File: config.mk
export PLATFORM = sky130hd
export DESIGN_NAME = clk_div_prog_flat
export DESIGN_NICKNAME = d
export VERILOG_FILES = /design/src/rtl/clk_div_pkg.sv /design/src/rtl/clk_div_if.sv /design/src/rtl/clk_div_ch.sv /design/src/rtl/clk_div_prog.sv /design/src/flat_wrapper.sv
export SDC_FILE = /design/constraint.sdc
export NUM_CORES = 1
export LEC_CHECK = 0
export CAP_MARGIN = 20
export CORE_MARGIN = 8
export CORE_UTILIZATION = 50
export DETAILED_ROUTE_END_ITERATION = 8
export GPL_TIMING_DRIVEN = 0
export PLACE_DENSITY = 0.7
export SLEW_MARGIN = 25
export SYNTH_ARGS = -nofsm -noshare
export SYNTH_HDL_FRONTEND = slang
export SYNTH_HIERARCHICAL = 1
export SYNTH_SLANG_ARGS = --single-unit
File: constraint.sdc
create_clock -name clk -period 4.97 [get_ports clk]
set_input_delay 0.497 -clock clk [delete_from_list [all_inputs] [get_ports clk]]
set_output_delay 0.497 -clock clk [all_outputs]
set_load 0.005 [all_outputs]
File: src/rtl/clk_div_pkg.sv
// Shared constants, ratio type and ratio helpers for the programmable clock divider.
package clk_div_pkg;

    localparam int RATIO_W   = 8;
    localparam int RATIO_MIN = 2;

    typedef logic [RATIO_W-1:0] ratio_t;

    function automatic logic is_odd(input logic [31:0] ratio);
        return ratio[0];
    endfunction

    // Number of posedge-registered high cycles; odd ratios gain the extra half cycle from the negedge phase.
    function automatic logic [31:0] half_cnt(input logic [31:0] ratio);
        return ratio >> 32'd1;
    endfunction

endpackage

File: src/rtl/clk_div_if.sv
// Control/status bundle for all divider channels.
interface clk_div_if #(
    parameter int NUM_CH = 2,
    parameter int W      = 8
);
    logic [NUM_CH-1:0]        en;
    logic [NUM_CH-1:0][W-1:0] div_ratio;
    logic [NUM_CH-1:0]        div_load;
    logic [NUM_CH-1:0]        div_busy;
    logic [NUM_CH-1:0]        div_err;
    logic [NUM_CH-1:0]        clk_out;
    logic [NUM_CH-1:0]        tick;

    modport master (
        output en, div_ratio, div_load,
        input  div_busy, div_err, clk_out, tick
    );

    modport slave (
        input  en, div_ratio, div_load,
        output div_busy, div_err, clk_out, tick
    );
endinterface

File: src/rtl/clk_div_ch.sv
// One divider channel: period counter, shadow ratio, run flag and posedge/negedge phase registers.
module clk_div_ch
    import clk_div_pkg::*;
#(
    parameter int W             = 8,
    parameter int DEFAULT_RATIO = 4
) (
    input  logic         clk,
    input  logic         rst_n,
    input  logic         en,
    input  logic [W-1:0] div_ratio,
    input  logic         div_load,
    output logic         div_busy,
    output logic         div_err,
    output logic         clk_out,
    output logic         tick
);

    typedef logic [W-1:0] ratio_t;

    localparam ratio_t DEF_R    = ratio_t'(DEFAULT_RATIO);
    localparam ratio_t DEF_HALF = ratio_t'(half_cnt(32'(DEFAULT_RATIO)));
    localparam logic   DEF_ODD  = is_odd(32'(DEFAULT_RATIO));
    localparam ratio_t ONE_R    = ratio_t'(1);

    ratio_t ratio_r;
    ratio_t shadow_r;
    ratio_t cnt_r;
    ratio_t half_r;
    logic   odd_r;
    logic   busy_r;
    logic   err_r;
    logic   run_r;
    logic   pos_r;
    logic   neg_r;
    logic   tick_r;

    logic   boundary_s;
    logic   load_ok_s;
    ratio_t next_n_s;
    ratio_t cnt_inc_s;

    // Boundary detection and load qualification.
    always_comb begin
        boundary_s = (cnt_r == (ratio_r - ONE_R));
        load_ok_s  = div_load && (div_ratio >= ratio_t'(RATIO_MIN));
        next_n_s   = busy_r ? shadow_r : ratio_r;
        cnt_inc_s  = cnt_r + ONE_R;
    end

    // Period counter, ratio/mode latch and posedge phase; an idle channel parks at N-1 so every edge is a boundary.
    always_ff @(posedge clk or negedge rst_n) begin
        if (!rst_n) begin
            ratio_r <= DEF_R;
            half_r  <= DEF_HALF;
            odd_r   <= DEF_ODD;
            cnt_r   <= DEF_R - ONE_R;
            run_r   <= 1'b0;
            tick_r  <= 1'b0;
            pos_r   <= 1'b0;
        end else if (boundary_s) begin
            ratio_r <= next_n_s;
            half_r  <= ratio_t'(half_cnt(32'(next_n_s)));
            odd_r   <= is_odd(32'(next_n_s));
            cnt_r   <= en ? {W{1'b0}} : (next_n_s - ONE_R);
            run_r   <= en;
            tick_r  <= en;
            pos_r   <= en;
        end else begin
            cnt_r   <= cnt_inc_s;
            tick_r  <= 1'b0;
            pos_r   <= run_r && (cnt_inc_s < half_r);
        end
    end

    // Shadow ratio, pending flag and reject pulse; a load on a boundary edge waits for the next boundary.
    always_ff @(posedge clk or negedge rst_n) begin
        if (!rst_n) begin
            shadow_r <= DEF_R;
            busy_r   <= 1'b0;
            err_r    <= 1'b0;
        end else begin
            err_r <= div_load && !load_ok_s;
            if (load_ok_s) begin
                shadow_r <= div_ratio;
                busy_r   <= 1'b1;
            end else if (boundary_s) begin
                busy_r   <= 1'b0;
            end else begin
                busy_r   <= busy_r;
            end
        end
    end

    // Half-cycle delayed copy of the posedge phase, used to stretch odd-ratio high time.
    always_ff @(negedge clk or negedge rst_n) begin
        if (!rst_n) begin
            neg_r <= 1'b0;
        end else begin
            neg_r <= pos_r;
        end
    end

    assign clk_out  = odd_r ? (pos_r | neg_r) : pos_r;
    assign tick     = tick_r;
    assign div_busy = busy_r;
    assign div_err  = err_r;

endmodule

File: src/rtl/clk_div_prog.sv
// Multi-channel programmable 50%-duty clock divider built from independent channels.
module clk_div_prog
    import clk_div_pkg::*;
#(
    parameter int W             = 8,
    parameter int NUM_CH        = 2,
    parameter int DEFAULT_RATIO = 4
) (
    input  logic      clk,
    input  logic      rst_n,
    clk_div_if.slave  bus
);

    typedef logic [W-1:0] ratio_t;

    logic [NUM_CH-1:0] busy_s;
    logic [NUM_CH-1:0] err_s;
    logic [NUM_CH-1:0] clk_out_s;
    logic [NUM_CH-1:0] tick_s;

    for (genvar i = 0; i < NUM_CH; i++) begin : g_ch
        clk_div_ch #(
            .W             (W),
            .DEFAULT_RATIO (DEFAULT_RATIO)
        ) u_ch (
            .clk       (clk),
            .rst_n     (rst_n),
            .en        (bus.en[i]),
            .div_ratio (bus.div_ratio[i]),
            .div_load  (bus.div_load[i]),
            .div_busy  (busy_s[i]),
            .div_err   (err_s[i]),
            .clk_out   (clk_out_s[i]),
            .tick      (tick_s[i])
        );
    end

    assign bus.div_busy = busy_s;
    assign bus.div_err  = err_s;
    assign bus.clk_out  = clk_out_s;
    assign bus.tick     = tick_s;

endmodule

File: src/flat_wrapper.sv
// flat-port wrapper written by rule: the top's interface ports become plain ports
module clk_div_prog_flat import clk_div_pkg::*;
#(
    parameter int W             = 8,
    parameter int NUM_CH        = 2,
    parameter int DEFAULT_RATIO = 4
)
  (clk, rst_n, bus_en, bus_div_ratio, bus_div_load, bus_div_busy, bus_div_err, bus_clk_out, bus_tick);
  clk_div_if #(.NUM_CH(NUM_CH), .W(W)) bus_i ();
  input  logic clk;
  input  logic rst_n;
  input wire logic [$bits(bus_i.en)-1:0] bus_en;
  input wire logic [$bits(bus_i.div_ratio)-1:0] bus_div_ratio;
  input wire logic [$bits(bus_i.div_load)-1:0] bus_div_load;
  output wire logic [$bits(bus_i.div_busy)-1:0] bus_div_busy;
  output wire logic [$bits(bus_i.div_err)-1:0] bus_div_err;
  output wire logic [$bits(bus_i.clk_out)-1:0] bus_clk_out;
  output wire logic [$bits(bus_i.tick)-1:0] bus_tick;
  assign bus_i.en = bus_en;
  assign bus_i.div_ratio = bus_div_ratio;
  assign bus_i.div_load = bus_div_load;
  assign bus_div_busy = bus_i.div_busy;
  assign bus_div_err = bus_i.div_err;
  assign bus_clk_out = bus_i.clk_out;
  assign bus_tick = bus_i.tick;
  clk_div_prog #(.W(W), .NUM_CH(NUM_CH), .DEFAULT_RATIO(DEFAULT_RATIO)) u_core (.clk(clk), .rst_n(rst_n), .bus(bus_i));
endmodule
# Word level (Yosys, flattened, before mapping)
# Index checks and enable logic that the tools add are counted.
dict set report totals {
  register_bits 76
  latchBits 0
  ram_bits 0
  mem_bits_ro 0
  input_bits 22
  out_inout_bits 8
  mem_count 0
}
dict set report classes {
  add_sub_neg 6
  multipliers 0
  n_div 0
  magnitude_cmp 4
  eq_ne 2
  shifts 0
  mux 16
  bitwise 2
  reduce_logical 10
}
# op count
set op_table {}
lappend op_table {{two-way mux 8 bit} 6}
lappend op_table {{subtractor 8 x 1 -> 8 bit (second input constant)} 4}
lappend op_table {{adder 8 x 1 -> 8 bit (second input constant)} 2}
lappend op_table {{== test 8 bit} 2}
lappend op_table {{greater-or-equal comparator 8 x 2 -> 1 bit (second input constant)} 2}
lappend op_table {{< comparator 8 x 7 -> 1 bit} 2}
lappend op_table {{two-way mux 1 bit} 10}
lappend op_table {{logical AND 1 bit} 6}
lappend op_table {{nonzero test 2 bit} 2}
lappend op_table {{logical NOT 1 bit} 2}
lappend op_table {{OR 1 bit} 2}

# Longest topological paths before layout
# Gate-level depths: netlist of the first run.
dict set report logic_depth {
  ltp_word 4
  ltp_mapped 10
  mapped_depth_nobuf 9
}

# Cells and area by module
# The synthesis of the first run kept the hierarchy.
# module instances cells_each area_each_um2 seq_area_each_um2
set by_module_without_submodules {}
lappend by_module_without_submodules {{clk_div_ch (u_core.g_ch[0].u_ch)} 1 201 2025.7 755.7}
lappend by_module_without_submodules {{clk_div_ch (u_core.g_ch[1].u_ch)} 1 181 1851.8 755.7}

==> results.cfg, run 1 <==
[global_routing]
antenna_found_initial = 0
grt_max_degree = 42
grt_pass1_wl_mm = 14.33
grt_usage_pct = 16.41
grt_overflow = 0
grt_pass1_vias = 2985

[timing]
rsz0062_at_grt = no
tightest_slew_ns = 0.6347
max_slew_margin_pct = 57.24
fin_skew_ns = 0.01071
maxSlewViolCount = 0
setup_viol = 0
worst_hold_slack_ns = 0.02825
hold_viol_final = 0

[layout]
fin_util_pct = 59.21
final_nets = 460
design_area_sq_um = 4504
syn_to_final_growth_pct = 16.17
fillCellCount = 695
layout-drive-gt1-share_pct = 17.41
n_antenna_cell = 0
layout.cells.non_filler = 527

[worst_hold_path]
holdCritPathClass = in -> async

[routing]
antenna_left = 0
routed_via_density = 5.457
drc_errors = 0
first_pass_iters = 4
wl_per_cell_um = 15.82
drt_iter0_drc = 99
via_count = 2876
routed_wirelength_mm = 8.336

[floorplanning]
dieWidth_um = 104.1
dieHeight_um = 104.1
start_util_pct = 50.97
dieArea_sq_um = 10830
rows = 32
top_level_ports = 30
core-area_sq_um = 7607

[place]
io_buffers = 26
dpl_cell_area_sq_um = 4283
gp_congestion = 0.8204
dp_hpwl_mm = 6.231
placed_cells = 511

[setup_path]
r2r_start = u_core/g_ch[1].u_ch/pos_r
crit_path_max_incr_delay_ns = 0.49
endpoint_kind = primary output
arrival_ns = 3.80
worstPathCellList = a21o_2 > clkdlybuf4s50_1
reg2reg_depth = 0
startpoint_type = flip-flop
crit_fanout = 1
criticalPathCategory = reg -> out
worstReg2RegEnd = u_core/g_ch[1].u_ch/neg_r
required_ns = 4.47
crit_path_top_delay_cell = clkdlybuf4s50_1
reg2reg_slack_ns = 1.94
crit_start = u_core/g_ch[1].u_ch/neg_r

[cts]
cts_buffers = 9
cts_tree = yes
cts_sinks = 60
clk_path_buf_depth = 2
cts_hold_buf = 0
ctsRootBufferMaster = clkbuf_8
cts_setup_buffers = 0
htreeDepth = 3
clk_pin_slew_ns = 0.07
post_cts_resized = 0
clk_latency_ns = 0.34

[logic_synthesis]
synth-compound-area-share_pct = 8.422
seq_area_frac_synth_pct = 38.98
synth_nets = 422
synth_flop_cell = dfrtp_1
syn_inst = 382
synth.distinct_cells = 57
muxShareOfSynthArea_pct = 16.33
synthArstFlopShare_pct = 100.0
synth_top_family_by_area = simple AND/OR/NAND/NOR gates
syn-cell-area_sq_um = 3877
synth_xor_area_share_pct = 8.358
synth_seq_cells = 60
synth_adder_area_share_pct = 6.099
synth_edf_count = 0
synth_area_per_cell_sq_um = 10.15
yosys.area_share.simple_pct = 17.49
yosys_warnings = 6

[outcome]
status = finished, final reports clean

[pwr]
p_per_area_nw_per_um2 = 614.9
p_leak_nw = 2.182
vdd.ir_drop.worst_uv = 354.2

[run]
cap_violations = 0
[through the flow]
step	worst slack [ns]	power, mW	TNS, ns
4_1_cts	0.6469	2.780	0
2_1_floorplan	1.480	1.969	0
3_5_place_dp	0.9995	2.281	0
3_3_place_gp	-0.8595	2.240	-1.712
5_1_grt	0.6113	2.999	0
6_report	0.6718	2.770	0
[cell type report]
| class | instances | area (sq um) | share of cell area (%) |
|---|---|---|---|
| Clock inverter | 3 | 42.54 | 0.9444 |
| Inverter | 19 | 71.32 | 1.583 |
| Tap cell | 102 | 127.6 | 2.833 |
| Sequential cell | 60 | 1511 | 33.56 |
| Multi-Input combinational cell | 288 | 2198 | 48.81 |
| Timing Repair Buffer | 27 | 277.8 | 6.167 |
| Buffer | 15 | 96.34 | 2.139 |
| Clock buffer | 13 | 178.9 | 3.972 |
[logic make-up after synthesis]
logic type / count (synthesis)
flops: 60
compound gates: 44
mux: 54
simple gates: 134
fa+ha+maj: 19
buf+inv: 34
xor+xnor: 37
[power breakdown]
part	switching, mW	internal [mW]	total [mW]
clock network	0.190	0.285	0.475
logic	0.721	0.747	1.47
registers	0.174	0.651	0.826
total	1.09	1.68	2.77
[cells in the mapped netlist, types with 2 or more instances]
library cell,instances,share of area [%]
a21boi_0,2,0.39
a21o_1,4,0.77
a21o_2,2,0.45
a21oi_1,8,1.0
and2_1,3,0.48
and3_1,6,0.97
buf_2,2,0.26
buf_4,2,0.39
buf_6,4,1.2
clkbuf_1,7,0.68
dfrtn_1,2,1.3
dfrtp_1,50,32
dfstp_2,8,5.4
ha_1,18,5.8
inv_1,19,1.8
mux2_1,2,0.58
mux2_2,12,3.5
mux2_4,15,5.8
mux2i_1,25,6.5
nand2_1,49,4.7
nand2b_1,5,0.81
nand3_1,8,1.0
nand4_1,5,0.81
nor2_1,22,2.1
nor3_1,17,2.2
nor3_2,2,0.52
nor3b_1,5,0.97
nor4_1,3,0.48
o2111ai_1,3,0.68
o21a_1,3,0.58
o21ai_0,7,0.90
o21ai_1,2,0.26
xnor2_1,21,4.7
xor2_1,16,3.6
[worst max-delay path, delay by kind of cell, from the launching register on]
kind	cells	cell delay, ns
buffers and inverters	1	0.49
flip-flops	1	0.39
AO/OA/AOI/OAI	1	0.11
[per-layer routing]
metal | part of all wire, % | GRT usage (%)
met5 | 0 | 0
met4 | 2.5 | 8.790
met3 | 2.8 | 2.726
met2 | 50 | 27.73
met1 | 45 | 19.51
[placed cells by master, fill, tap and decap left out, types with 4 or more instances in the layout]
master / n
o21ai_0: 7
and3_1: 6
nor3_1: 17
mux2i_1: 25
buf_6: 4
clkbuf_1: 7
dfstp_2: 8
clkdlybuf4s50_1: 25
nor2_1: 22
nand2_1: 49
nor3b_1: 5
clkbuf_8: 13
nand3_1: 8
xor2_1: 16
a21o_1: 4
ha_1: 18
inv_1: 19
mux2_4: 15
dfrtp_1: 50
a21oi_1: 8
xnor2_1: 21
nand2b_1: 5
mux2_2: 12
nand4_1: 5
[flip-flops by register name, indices dropped and copies added, names as in the netlist]
register                   flops
u_core/g_ch.u_ch/cnt_r        16
u_core/g_ch.u_ch/ratio_r      16
u_core/g_ch.u_ch/shadow_r     16
u_core/g_ch.u_ch/div_busy      2
u_core/g_ch.u_ch/div_err       2
u_core/g_ch.u_ch/neg_r         2
u_core/g_ch.u_ch/pos_r         2
u_core/g_ch.u_ch/run_r         2
u_core/g_ch.u_ch/tick          2
[how the worst max path moves through the flow]
stage               slack [ns]                        end  depth (start not counted)
floorplan                 1.48             bus_clk_out[0]                          1
global placement         -0.86  u_core/g_ch[0].u_ch/neg_r                          1
detailed placement         1.0             bus_clk_out[1]                          2
CTS                       0.65             bus_clk_out[1]                          2
global route              0.61             bus_clk_out[1]                          2
finish                    0.67             bus_clk_out[1]                          2
Power figures use the tool's default switching activity.
==> inputs of run 2 (changes only) <==
CAP_MARGIN = unset   (was 20)
CTS_CLUSTER_DIAMETER = 120   (was unset)
SYNTH_HIERARCHICAL = unset   (was 1)
==> results.cfg, run 2 <==
[cts]
cts_setup_buffers = 0
cts_buffers = 9
cts_sinks = 60
htreeDepth = 3
cts_tree = yes
ctsRootBufferMaster = clkbuf_8
cts_hold_buf = 0
clk_pin_slew_ns = 0.07
post_cts_resized = 0
clk_latency_ns = 0.33
clk_path_buf_depth = 2

[setup_path]
endpoint_kind = primary output
required_ns = 4.47
criticalPathCategory = reg -> out
arrival_ns = 3.89
worstPathCellList = a21o_1 > buf_4 > clkdlybuf4s50_1
crit_path_max_incr_delay_ns = 0.49
crit_path_top_delay_cell = clkdlybuf4s50_1
crit_fanout = 1
startpoint_type = flip-flop

[routing]
wl_per_cell_um = 14.83
via_count = 2845
routed_wirelength_mm = 7.859
routed_via_density = 5.368
first_pass_iters = 5
drc_errors = 0
antenna_left = 0
drt_iter0_drc = 126

[place]
gp_congestion = 0.8813
dp_hpwl_mm = 5.988
io_buffers = 26
dpl_cell_area_sq_um = 4168
pre_cts_ws_ns = 0.9109

[global_routing]
grt_overflow = 0
grt_usage_pct = 16.84
grt_pass1_wl_mm = 13.87
antenna_found_initial = 0
grt_pass1_vias = 2906
grt_max_degree = 42

[worst_hold_path]
holdCritPathClass = in -> async

[layout]
design_area_sq_um = 4389
layout_commonest_cell = nand2_1
layout-drive-gt1-share_pct = 14.15
n_antenna_cell = 0
fillCellCount = 628
syn_to_final_growth_pct = 16.74
largestRegisters = u_core.g_ch.u_ch.cnt_r x16, u_core.g_ch.u_ch.ratio_r x16, u_core.g_ch.u_ch.shadow_r x16
final_nets = 466
final_cell_mix = 51 x nand2_1, 50 x dfrtp_1, 25 x clkdlybuf4s50_1, 22 x xor2_1, 22 x xnor2_1

[pwr]
p_leak_nw = 2.017
p_seq_share_pct = 47.3
vdd.ir_drop.worst_uv = 178.9
p_int_uw = 828.3
switching_power_uw = 252.0
p_per_area_nw_per_um2 = 246.1
sw_frac_of_total_pct = 23.33
fin_total_pwr_mw = 1.080
combPwrFrac_pct = 8.6
clkPwrFrac_pct = 44.1

[logic_synthesis]
seq_area_frac_synth_pct = 40.20
syn_inst = 388
synth_top_family_by_area = simple AND/OR/NAND/NOR gates
muxShareOfSynthArea_pct = 11.31
synth_adder_area_share_pct = 5.990
synth_area_per_cell_sq_um = 9.690
yosys.area_share.simple_pct = 16.44
synthArstFlopShare_pct = 100.0
synth_flop_cell = dfrtp_1
synth_xor_area_share_pct = 10.25
yosys_warnings = 0
synth_area_leaders = dfrtp_1 33%, ha_1 6.0%, dfstp_2 5.6%
synth_top_area_cell = dfrtp_1
synth_edf_count = 0
synth_nets = 428
syn-cell-area_sq_um = 3760
synth-compound-area-share_pct = 9.684
synth.most_common_cell = nand2_1
yosysTopAreaCellShare_pct = 33.28
synth_seq_cells = 60
ys_top_cells_by_count = 51 x nand2_1, 50 x dfrtp_1, 22 x xnor2_1, 22 x xor2_1, 21 x inv_1
synth.distinct_cells = 50

[timing]
setup_viol = 0
setup_ws_ns = 0.5860
hold_viol_final = 0
fin_skew_ns = 0.008867
rsz0062_at_grt = no
maxSlewViolCount = 0
tightest_slew_ns = 0.8500
max_slew_margin_pct = 42.90

[floorplanning]
dieHeight_um = 102.7
top_level_ports = 30
dieArea_sq_um = 10550
dieWidth_um = 102.7
start_util_pct = 51.84
core-area_sq_um = 7253
rows = 31

[run]
cap_violations = 0

[outcome]
status = finished, final reports clean
==> run 2: critical path: cells and delay by family (launching register included) <==
family / cells / cell delay, ns
buffers and inverters: 2 / 0.58
DFF: 1 / 0.39
AOI/OAI and AO/OA: 1 / 0.11
==> run 2: cell type report <==
cell class | count | area (sq um) | share of cell area (%)
clock buffer | 13 | 178.9 | 4.076
multi-input combinational | 282 | 2024 | 46.12
inverter | 21 | 78.83 | 1.796
tap | 99 | 123.9 | 2.822
timing repair buffer | 27 | 277.8 | 6.328
buffer | 25 | 151.4 | 3.449
clock inverter | 3 | 42.54 | 0.9692
sequential | 60 | 1511 | 34.44
==> run 2: routing by layer <==
layer	GRT usage, %	up-vias	routed length (um)
met5	0	-	0
met4	5.756	0	99
met3	3.781	11	356
met2	24.23	69	3228
met1	24.11	1353	4174
li1	-	1412	-
==> run 2: power by group through the flow <==
stage	Sequential [mW]	Combinational, mW	Clock (mW)
CTS	0.511	0.0939	0.483
global route	0.512	0.106	0.509
floorplan	0.517	0.0520	0
detailed placement	0.520	0.0929	0
finish	0.511	0.0927	0.477
global placement	0.519	0.0898	0
==> run 2: cell families after synthesis <==
logic type                 after synthesis
and+or+nand+nor                        128
DFF                                     60
AOI/OAI and AO/OA                       52
buffers and inverters                   46
xor gates and xnor gates                44
muxes                                   40
adders and majority gates               18
==> run 2: worst paths after layout <==
check                                                startpoint  slack (ns)  cells after the start                               to
worst min-delay path                                      rst_n        0.03                      1        u_core.g_ch[0].u_ch.run_r
worst min register to register  u_core.g_ch[0].u_ch.shadow_r[2]        0.48                      2  u_core.g_ch[0].u_ch.shadow_r[2]
worst max register to register   u_core.g_ch[0].u_ch.ratio_r[0]        1.67                      9     u_core.g_ch[0].u_ch.cnt_r[6]
min in group clk                u_core.g_ch[0].u_ch.shadow_r[2]        0.48                      2  u_core.g_ch[0].u_ch.shadow_r[2]
worst max-delay path                  u_core.g_ch[1].u_ch.neg_r        0.59                      3                   bus_clk_out[1]
max in group asynchronous                                 rst_n        2.30                      1        u_core.g_ch[0].u_ch.neg_r
==> run 2: metrics by stage <==
| step | util [%] | setup TNS [ns] | hold WS, ns | std cells |
|---|---|---|---|---|
| finish | 60.51 | 0 | 0.03479 | 530 |
| floorplan | - | 0 | 0.2014 | 388 |
| detailed placement | 57.46 | 0 | 0.3979 | 514 |
| global placement | 57.13 | -1.688 | 0.4527 | 513 |
| CTS | 60.51 | 0 | 0.03266 | 530 |
| global route | 60.51 | 0 | 0.04191 | 530 |
==> inputs of run 3 (changes only) <==
ABC_AREA = 0   (was unset)
==> results of run 3 <==
Final layout, timing and power as in run 2 (identical DEF).
